File: config.mk
export PLATFORM = sky130hd
export DESIGN_NAME = bcd_load
export DESIGN_NICKNAME = d
export VERILOG_FILES = /design/src/rtl/chip8_pkg.sv /design/src/rtl/bcd_digit_mac.sv /design/src/rtl/bcd_load.sv
export SDC_FILE = /design/constraint.sdc
export NUM_CORES = 1
export LEC_CHECK = 0
export BUFFER_PORTS_ARGS = -buffer_cell sky130_fd_sc_hd__buf_2
export CELL_PAD_IN_SITES_DETAIL_PLACEMENT = 0
export CELL_PAD_IN_SITES_GLOBAL_PLACEMENT = 1
export CORE_ASPECT_RATIO = 0.7
export CORE_MARGIN = 4
export CORE_UTILIZATION = 45
export CTS_BUF_LIST = sky130_fd_sc_hd__clkbuf_8
export CTS_CLUSTER_DIAMETER = 60
export DETAILED_ROUTE_END_ITERATION = 16
export PLACE_DENSITY_LB_ADDON = 0.1
export SYNTH_ARGS = -nofsm -noshare
export SYNTH_HDL_FRONTEND = slang
export SYNTH_SLANG_ARGS = --single-unit
File: constraint.sdc
create_clock -name clk -period 4.4 [get_ports clk]
set_input_delay 0.66 -clock clk [delete_from_list [all_inputs] [get_ports clk]]
set_output_delay 0.66 -clock clk [all_outputs]
set_load 0.02 [all_outputs]
File: src/rtl/chip8_pkg.sv
`default_nettype none
// ============================================================================
//  Module      : chip8_pkg
//  Description : Shared constants and types for the CHIP-8 execute-stage
//                helpers (BCD loader state encoding, decimal constants).
//  Revision    : 1.0 - initial release
// ============================================================================
package chip8_pkg;

  localparam int ADDR_W   = 12;
  localparam int DEC_BASE = 10;
  localparam int BYTE_MAX = 255;

  typedef enum logic [1:0] {
    IDLE = 2'd0,
    READ = 2'd1,
    LAST = 2'd2,
    DONE = 2'd3
  } bcd_load_state_t;

endpackage : chip8_pkg
`default_nettype wire

File: src/rtl/bcd_digit_mac.sv
`default_nettype none
// ============================================================================
//  Module      : bcd_digit_mac
//  Description : One decimal accumulate step: acc_out = acc_in*10 + digit.
//                Bytes above 9 are clamped to 9 and flagged as invalid.
//  Revision    : 1.0 - initial release
// ============================================================================
module bcd_digit_mac
  import chip8_pkg::*;
#(
  parameter int DATA_W = 8
) (
  input  logic [9:0]        acc_in_i,
  input  logic [DATA_W-1:0] byte_i,
  output logic [9:0]        acc_out_o,
  output logic              invalid_o
);

  logic [3:0] w_digit;

  // Clamp the digit and form the next accumulator value.
  always_comb begin
    invalid_o = (byte_i > DATA_W'(9));
    w_digit   = invalid_o ? 4'd9 : byte_i[3:0];
    // acc_in never exceeds 99 when a digit follows, so 10 bits never wrap.
    acc_out_o = (acc_in_i * 10'(DEC_BASE)) + {6'd0, w_digit};
  end

endmodule : bcd_digit_mac
`default_nettype wire

File: src/rtl/bcd_load.sv
`default_nettype none
// ============================================================================
//  Module      : bcd_load
//  Description : Multi-cycle BCD-to-binary loader. Reads hundreds, tens and
//                ones digit bytes from consecutive addresses, accumulates
//                them into a saturating 8-bit value and pulses done.
//  Revision    : 1.0 - initial release
// ============================================================================
module bcd_load
  import chip8_pkg::*;
#(
  parameter int ADDR_W = chip8_pkg::ADDR_W,
  parameter int DATA_W = 8
) (
  input  logic              clk,
  input  logic              rst,
  input  logic              start_i,
  input  logic [ADDR_W-1:0] addr_i,
  output logic              busy_o,
  output logic              done_o,
  output logic [7:0]        value_o,
  output logic              overflow_o,
  output logic              bad_digit_o,
  output logic              mem_rd_o,
  output logic [ADDR_W-1:0] mem_addr_o,
  input  logic [DATA_W-1:0] mem_rdata_i
);

  bcd_load_state_t   state_q;
  logic [ADDR_W-1:0] base_q;
  logic [1:0]        idx_q;
  logic [9:0]        acc_q;
  logic              bad_q;
  logic              busy_q;
  logic              done_q;
  logic [7:0]        value_q;
  logic              overflow_q;
  logic              bad_digit_q;

  logic [9:0]        w_acc_next;
  logic              w_invalid;

  bcd_digit_mac #(
    .DATA_W (DATA_W)
  ) u_mac (
    .acc_in_i  (acc_q),
    .byte_i    (mem_rdata_i),
    .acc_out_o (w_acc_next),
    .invalid_o (w_invalid)
  );

  // Read strobe and address decode from state/index only.
  always_comb begin
    mem_rd_o   = (state_q == READ);
    mem_addr_o = mem_rd_o ? (base_q + ADDR_W'(idx_q)) : '0;
  end

  // Sequencer: issue three reads, accumulate returning digits, publish result.
  always_ff @(posedge clk) begin
    if (rst) begin
      state_q     <= IDLE;
      base_q      <= '0;
      idx_q       <= 2'd0;
      acc_q       <= 10'd0;
      bad_q       <= 1'b0;
      busy_q      <= 1'b0;
      done_q      <= 1'b0;
      value_q     <= 8'd0;
      overflow_q  <= 1'b0;
      bad_digit_q <= 1'b0;
    end else begin
      done_q <= 1'b0;
      case (state_q)
        IDLE: begin
          if (start_i) begin
            base_q      <= addr_i;
            idx_q       <= 2'd0;
            acc_q       <= 10'd0;
            bad_q       <= 1'b0;
            value_q     <= 8'd0;
            overflow_q  <= 1'b0;
            bad_digit_q <= 1'b0;
            busy_q      <= 1'b1;
            state_q     <= READ;
          end
        end
        READ: begin
          // Data returning now belongs to the read issued last cycle.
          if (idx_q != 2'd0) begin
            acc_q <= w_acc_next;
            bad_q <= bad_q | w_invalid;
          end
          if (idx_q == 2'd2) begin
            state_q <= LAST;
          end else begin
            idx_q <= idx_q + 2'd1;
          end
        end
        LAST: begin
          acc_q       <= w_acc_next;
          bad_q       <= bad_q | w_invalid;
          overflow_q  <= (w_acc_next > 10'(BYTE_MAX));
          value_q     <= (w_acc_next > 10'(BYTE_MAX)) ? 8'(BYTE_MAX) : w_acc_next[7:0];
          bad_digit_q <= bad_q | w_invalid;
          done_q      <= 1'b1;
          state_q     <= DONE;
        end
        DONE: begin
          busy_q  <= 1'b0;
          state_q <= IDLE;
        end
        default: begin
          state_q <= IDLE;
        end
      endcase
    end
  end

  assign busy_o      = busy_q;
  assign done_o      = done_q;
  assign value_o     = value_q;
  assign overflow_o  = overflow_q;
  assign bad_digit_o = bad_digit_q;

endmodule : bcd_load
`default_nettype wire

==> run_results.csv, run 1 <==
group,metric,value,unit
outcome,status,"finished, final reports clean",
global_routing,grt.total_usage,19.3,%
route,drc_errors,0,
yosys,yosysWarnings,0,
die,die_x,93.4,um
yosys,syn-num-nets,332,
layout,fill_cells,479,
yosys,synth-seq-area-share,33.1,%
place,hpwl,4360,um
yosys,synth_area,2300,um^2
global_routing,antenna_found_initial,0,
critical_path,required,4.63,ns
yosys,yosysUniqueCellTypes,36,
die,core,4860,um^2
die,die_h,67.8,um
timing,period_needed,2.94,ns
global_routing,grt_max_degree,31,
timing,final.setup.tns,0,ns
die,row_count,21,
yosys,synthTopCellsByArea,"dfxtp_1, ha_1, a21oi_1",
timing,worstMarginPinSlew,0.921,ns
timing,skew,0.00988,ns
clocking,cts_tree,"yes",
route,dr.pass1.iters,6,
worst_hold_path,hold_path.class,"reg -> reg",
die,ioPinCount,48,
critical_path,endpoint_kind,"flop",
die,initial_core_util,47.2,%
timing,fmax,340,MHz
yosys,synthCells,284,
clocking,cts_buffer_depth,2,
layout,nNetsFinal,377,
layout,drive_above_1_share,19.1,%
yosys,async_flop_share,0,%
clocking,cts-root-buf,"clkbuf_8",
timing,grt_setup_unrepaired,"no",
route,dr.first_iter.drc_count,154,
clocking,cts_hold_buffers,0,
route,num_vias,2071,
global_routing,overflow,0,
die,die_area,6330,um^2
clocking,cts-resized-gates,0,
clocking,cts_buffers,5,
yosys,synth_edf_count,0,
timing,hold_viol,0,
clocking,cts_num_sinks,38,
timing,timing.final.crit_share,66.8,%
power,power_leakage,1.20,nW
layout,layout_commonest_cell,"buf_2",
route,vias_per_cell,5.19,
yosys,synth_area_per_cell,8.08,um^2
route,wl_per_cell,14.3,um
critical_path,critical_path_class,"in -> reg",
timing,report.final.slew_viol_count,0,
yosys,yosysTopAreaCellShare,33.1,%
critical_path,crit_arrival,3.17,ns
critical_path,worstSetupStartpointType,"input port",
power,irDropWorstVdd,0.188,mV
place,gp_congestion,0.788,
layout,layout_common_cells,"buf_2, nand2_1, a21oi_1, dfxtp_1, nor2_1",
yosys,synthFlopType,"dfxtp_1",
global_routing,grt_pass1_wl,9400,um
place,portBuffers,47,
critical_path,cp_max_fo,9,
route,routed_wl,5720,um
layout,diodes,0,
clocking,insertion_delay,0.30,ns
power,p_per_area,401,nW/um^2
layout,final_util,56.0,%
route,antenna_left,0,
clocking,htreeDepth,2,
clocking,post-cts-setup-buffers,0,
layout,synthToLayoutAreaGrowth,18.5,%
yosys,synth-seq-cells,38,
global_routing,first_global_vias,1890,
timing,relSlewSlack,38.6,%
run,drv_cap,0,
yosys,yosysTopAreaCell,"dfxtp_1",
clocking,path_clk_slew,0.08,ns
timing,setup_viol,0,
-- registers in the layout, summed over array words and instances, names as in the netlist --
signal       count
acc_q            9
bad_digit_o      1
bad_q            1
base_q          12
busy_o           1
done_o           1
idx_q            2
overflow_o       1
state_q          2
value_o          8
-- through the flow --
step	setup slack (ns)	total power [mW]	hold slack (ns)	area (um^2)	cells
6_report	1.46	1.09	0.467	2720	399
5_1_grt	1.23	1.15	0.482	2720	399
4_1_cts	1.48	1.10	0.469	2720	399
3_5_place_dp	1.18	0.736	0.458	2580	391
3_3_place_gp	1.21	0.733	0.454	2580	391
2_1_floorplan	1.59	0.644	0.441	2300	284
-- routing by layer --
layer | global-route usage (%) | vias up | share of wire [%]
li1 | - | 1062 | -
met1 | 31.4 | 931 | 55
met2 | 24.0 | 71 | 37
met3 | 4.45 | 7 | 7.5
met4 | 4.94 | 0 | 0.93
met5 | 0 | - | 0
-- final cells by class --
cell class / instances / area (um^2) / area share, %
Multi-Input combinational cell: 226 / 1460 / 53.7
Sequential cell: 38 / 761 / 28.0
Timing Repair Buffer: 47 / 235 / 8.64
Tap cell: 69 / 86.3 / 3.17
Clock buffer: 5 / 68.8 / 2.53
Clock inverter: 3 / 68.8 / 2.53
Inverter: 11 / 41.3 / 1.52
-- cells by family after synthesis --
kind of cell	after synthesis	share of synthesized area, %
adders and majority gates	25	14.6
muxes	1	0.436
and+or+nand+nor	106	20.8
DFF	38	33.1
AOI/OAI and AO/OA	74	19.1
xor gates and xnor gates	20	8.61
buffers and inverters	20	3.27
-- worst max-delay path, stage by stage --
cell and delay (ns):
buf_2 0.10, nor4_1 0.39, and3_1 0.23, ha_1 0.18, fa_1 0.21, a21o_1 0.12
nand2_1 0.08, nor3_1 0.38, nand3_2 0.14, xnor3_2 0.49, a31oi_1 0.19
-- worst paths after layout --
kind / startpoint / endpoint / slack (ns) / cells after the start
setup reg to reg: acc_q[3] / value_o[0] / 1.55 / 9
hold reg to reg: base_q[0] / base_q[0] / 0.47 / 2
hold / removal: base_q[0] / base_q[0] / 0.47 / 2
setup / recovery: mem_rdata_i[7] / value_o[0] / 1.46 / 11
-- report_power, final --
group          switching [mW]  internal, mW
clock network           0.133         0.227
logic                   0.212         0.106
registers              0.0344         0.379
-- synth_stat cells (2+ instances only) --
cell type  number
nand3_1         9
a21o_1          3
a31oi_1         9
nand2_1        44
a21oi_1        38
o21ai_0        15
fa_1            3
dfxtp_1        38
xnor2_1         7
and2_1          5
nor3_1          2
inv_1          11
a22oi_1         4
ha_1           22
and3_1          3
nor2_1         30
xor2_1         11
nand2b_1        4
clkbuf_1        9
Power figures use the tool's default switching activity.
==> inputs of run 2 (changes only) <==
--- a/config.mk
+++ b/config.mk
@@ -10,7 +10,7 @@
 export CELL_PAD_IN_SITES_GLOBAL_PLACEMENT = 1
 export CORE_ASPECT_RATIO = 0.7
 export CORE_MARGIN = 4
-export CORE_UTILIZATION = 45
+export CORE_UTILIZATION = 37
 export CTS_BUF_LIST = sky130_fd_sc_hd__clkbuf_8
 export CTS_CLUSTER_DIAMETER = 60
 export DETAILED_ROUTE_END_ITERATION = 16
==> constraint.sdc (replaced) <==
create_clock -name clk -period 2.7 [get_ports clk]
set_input_delay 0.405 -clock clk [delete_from_list [all_inputs] [get_ports clk]]
set_output_delay 0.405 -clock clk [all_outputs]
set_load 0.02 [all_outputs]
==> run 2 against run 1 <==
Against the previous run: final area is 6.8% higher; largest cell class unchanged; highest routed layer unchanged; setup slack worse by 1.4 ns; combinational power is 80% higher; hold slack worse by 0.13 ns; sequential power is 62% higher; via count is 1.5% higher; clock power is 66% higher.
==> run_results.csv, run 2 (synthesis gave the netlist of run 1 again) <==
group,metric,value,unit
critical_path,endpoint_kind,"flop",
critical_path,cp_max_fo,4,
timing,worstMarginPinSlew,0.578,ns
layout,final_cell_area,2910,um^2
power,power_frac_clock,32.4,%
route,drc_errors,0,
power,p_seq_share,36.5,%
place,portBuffers,47,
route,vias_per_cell,4.99,
layout,instances_no_fill,421,
critical_path,worstReg2RegStart,"acc_q[1]",
die,initial_core_util,39.1,%
global_routing,use_met3,3.61,%
critical_path,worstSetupStartpointType,"flop",
die,die_area,7550,um^2
route,routed_wl,5950,um
die,row_count,23,
layout,final_util,49.5,%
layout,nNetsFinal,393,
global_routing,antenna_found_initial,0,
global_routing,grt.total_usage,16.9,%
critical_path,required,2.88,ns
place,dpl-instance-area,2700,um^2
clocking,cts-root-buf,"clkbuf_8",
timing,report.final.slew_viol_count,0,
die,die_h,73.9,um
timing,period_needed,2.63,ns
route,dr.pass1.iters,4,
critical_path,rr_worst_depth,9,
power,irDropWorstVdd,0.236,mV
power,p_switching,0.634,mW
route,antenna_left,0,
die,ioPinCount,48,
clocking,path_clk_slew,0.08,ns
route,num_vias,2102,
global_routing,grt_pass1_wl,9920,um
global_routing,met1_usage,27.4,%
place,placed_cells,410,
clocking,cts_tree,"yes",
clocking,htreeDepth,2,
global_routing,busiest_layer,"met1",
power,power_leakage,1.28,nW
clocking,cts_buffer_depth,2,
global_routing,overflow,0,
clocking,cts_buffers,5,
worst_hold_path,hold_depth,3,
place,gp_congestion,0.725,
worst_hold_path,hold_path.class,"in -> reg",
run,drv_cap,0,
layout,synthToLayoutAreaGrowth,26.5,%
timing,hold_viol,0,
route,wl_per_cell,14.1,um
place,hpwl,4510,um
timing,relSlewSlack,61.5,%
layout,top_register,"base_q",
clocking,cts_num_sinks,38,
layout,layout_commonest_cell,"buf_2",
critical_path,critical_path_class,"reg -> reg",
critical_path,crit_arrival,2.82,ns
worst_hold_path,hold_end,"base_q[8]",
power,comb_power_share,31.1,%
global_routing,first_global_vias,1992,
power,swShare,34.5,%
power,p_int,1.20,mW
clocking,insertion_delay,0.30,ns
global_routing,grt_max_degree,31,
die,die_x,102,um
timing,fmax,380,MHz
timing,timing.final.crit_share,97.6,%
timing,setup_viol,0,
worst_hold_path,hold_path.startpoint,"addr_i[8]",
outcome,status,"finished, final reports clean",
layout,diodes,0,
timing,skew,0.0147,ns
route,dr.first_iter.drc_count,99,
layout,drive_above_1_share,24.0,%
layout,layout_common_cells,"buf_2, nand2_1, a21oi_1",
layout,fill_cells,616,
die,core,5870,um^2
layout,largest_reg_flops,12,
critical_path,timing.rr.end,"value_o[3]",
global_routing,grt_util_met2,22.0,%
power,p_per_area,633,nW/um^2
power,p_total,1.84,mW
timing,hold_slack,0.337,ns
critical_path,r2r_setup_slack,0.07,ns
==> run 2: cell count changes in the layout (fill, tap and decap cells not counted), sizes merged <==
cell,change
clkbuf,+1
buf,+15
==> run 2: how the worst max path moves through the flow <==
stage                        start         end  slack, ns  cells after the start
detailed placement  mem_rdata_i[7]  value_o[6]      -0.07                     13
CTS                       acc_q[1]  value_o[6]       0.01                     10
global route              acc_q[2]  value_o[3]     -0.003                      9
floorplan                 acc_q[1]  value_o[0]       0.12                     10
finish                    acc_q[1]  value_o[3]       0.07                      9
global placement    mem_rdata_i[7]  value_o[6]      -0.02                     13
==> run 2: final cells by class <==
class                   instances  area [um^2]  area share (%)
flip-flops and latches         38          762            26.2
multi-input cells             226         1490            51.1
clock inverters                 3         68.8            2.37
well taps                      75         93.8            3.23
repair buffers                 63          385            13.3
inverters                      11         41.3            1.42
clock buffers                   5         68.8            2.37
==> run 2: stage by stage <==
stage                     TNS (ns)  setup slack [ns]
after global placement      -0.138           -0.0175
final                            0            0.0658
after floorplan                  0             0.124
after CTS                        0            0.0107
after detailed placement    -0.531           -0.0733
after global routing      -0.00524          -0.00339
==> run 2: timing repair <==
action / CTS / global route
hold buffers: 0 / 0
setup endpoints to repair: 0 / 10
gates resized for setup: 0 / 5
setup buffers: 0 / 2
==> run 2: worst max-delay path: stages, from the launching register on <==
cell	delay, ns
dfxtp_1	0.34
ha_4	0.28
ha_4	0.13
inv_2	0.03
fa_1	0.47
nand4b_1	0.28
a2111oi_4	0.49
xnor2_2	0.23
clkbuf_16	0.21
a31oi_1	0.06
==> run 2: power groups by stage <==
stage	Sequential (mW)	Clock, mW	Combinational [mW]
after floorplan	0.681	0	0.369
after global placement	0.680	0	0.560
after detailed placement	0.681	0	0.559
after CTS	0.667	0.603	0.562
after global routing	0.680	0.633	0.649
final	0.670	0.596	0.571
==> run 2: layer usage <==
layer	up-vias	share of wire, %
li1	1091	-
met1	967	57
met4	0	0.72
met3	4	5.1
met2	40	37
met5	-	0
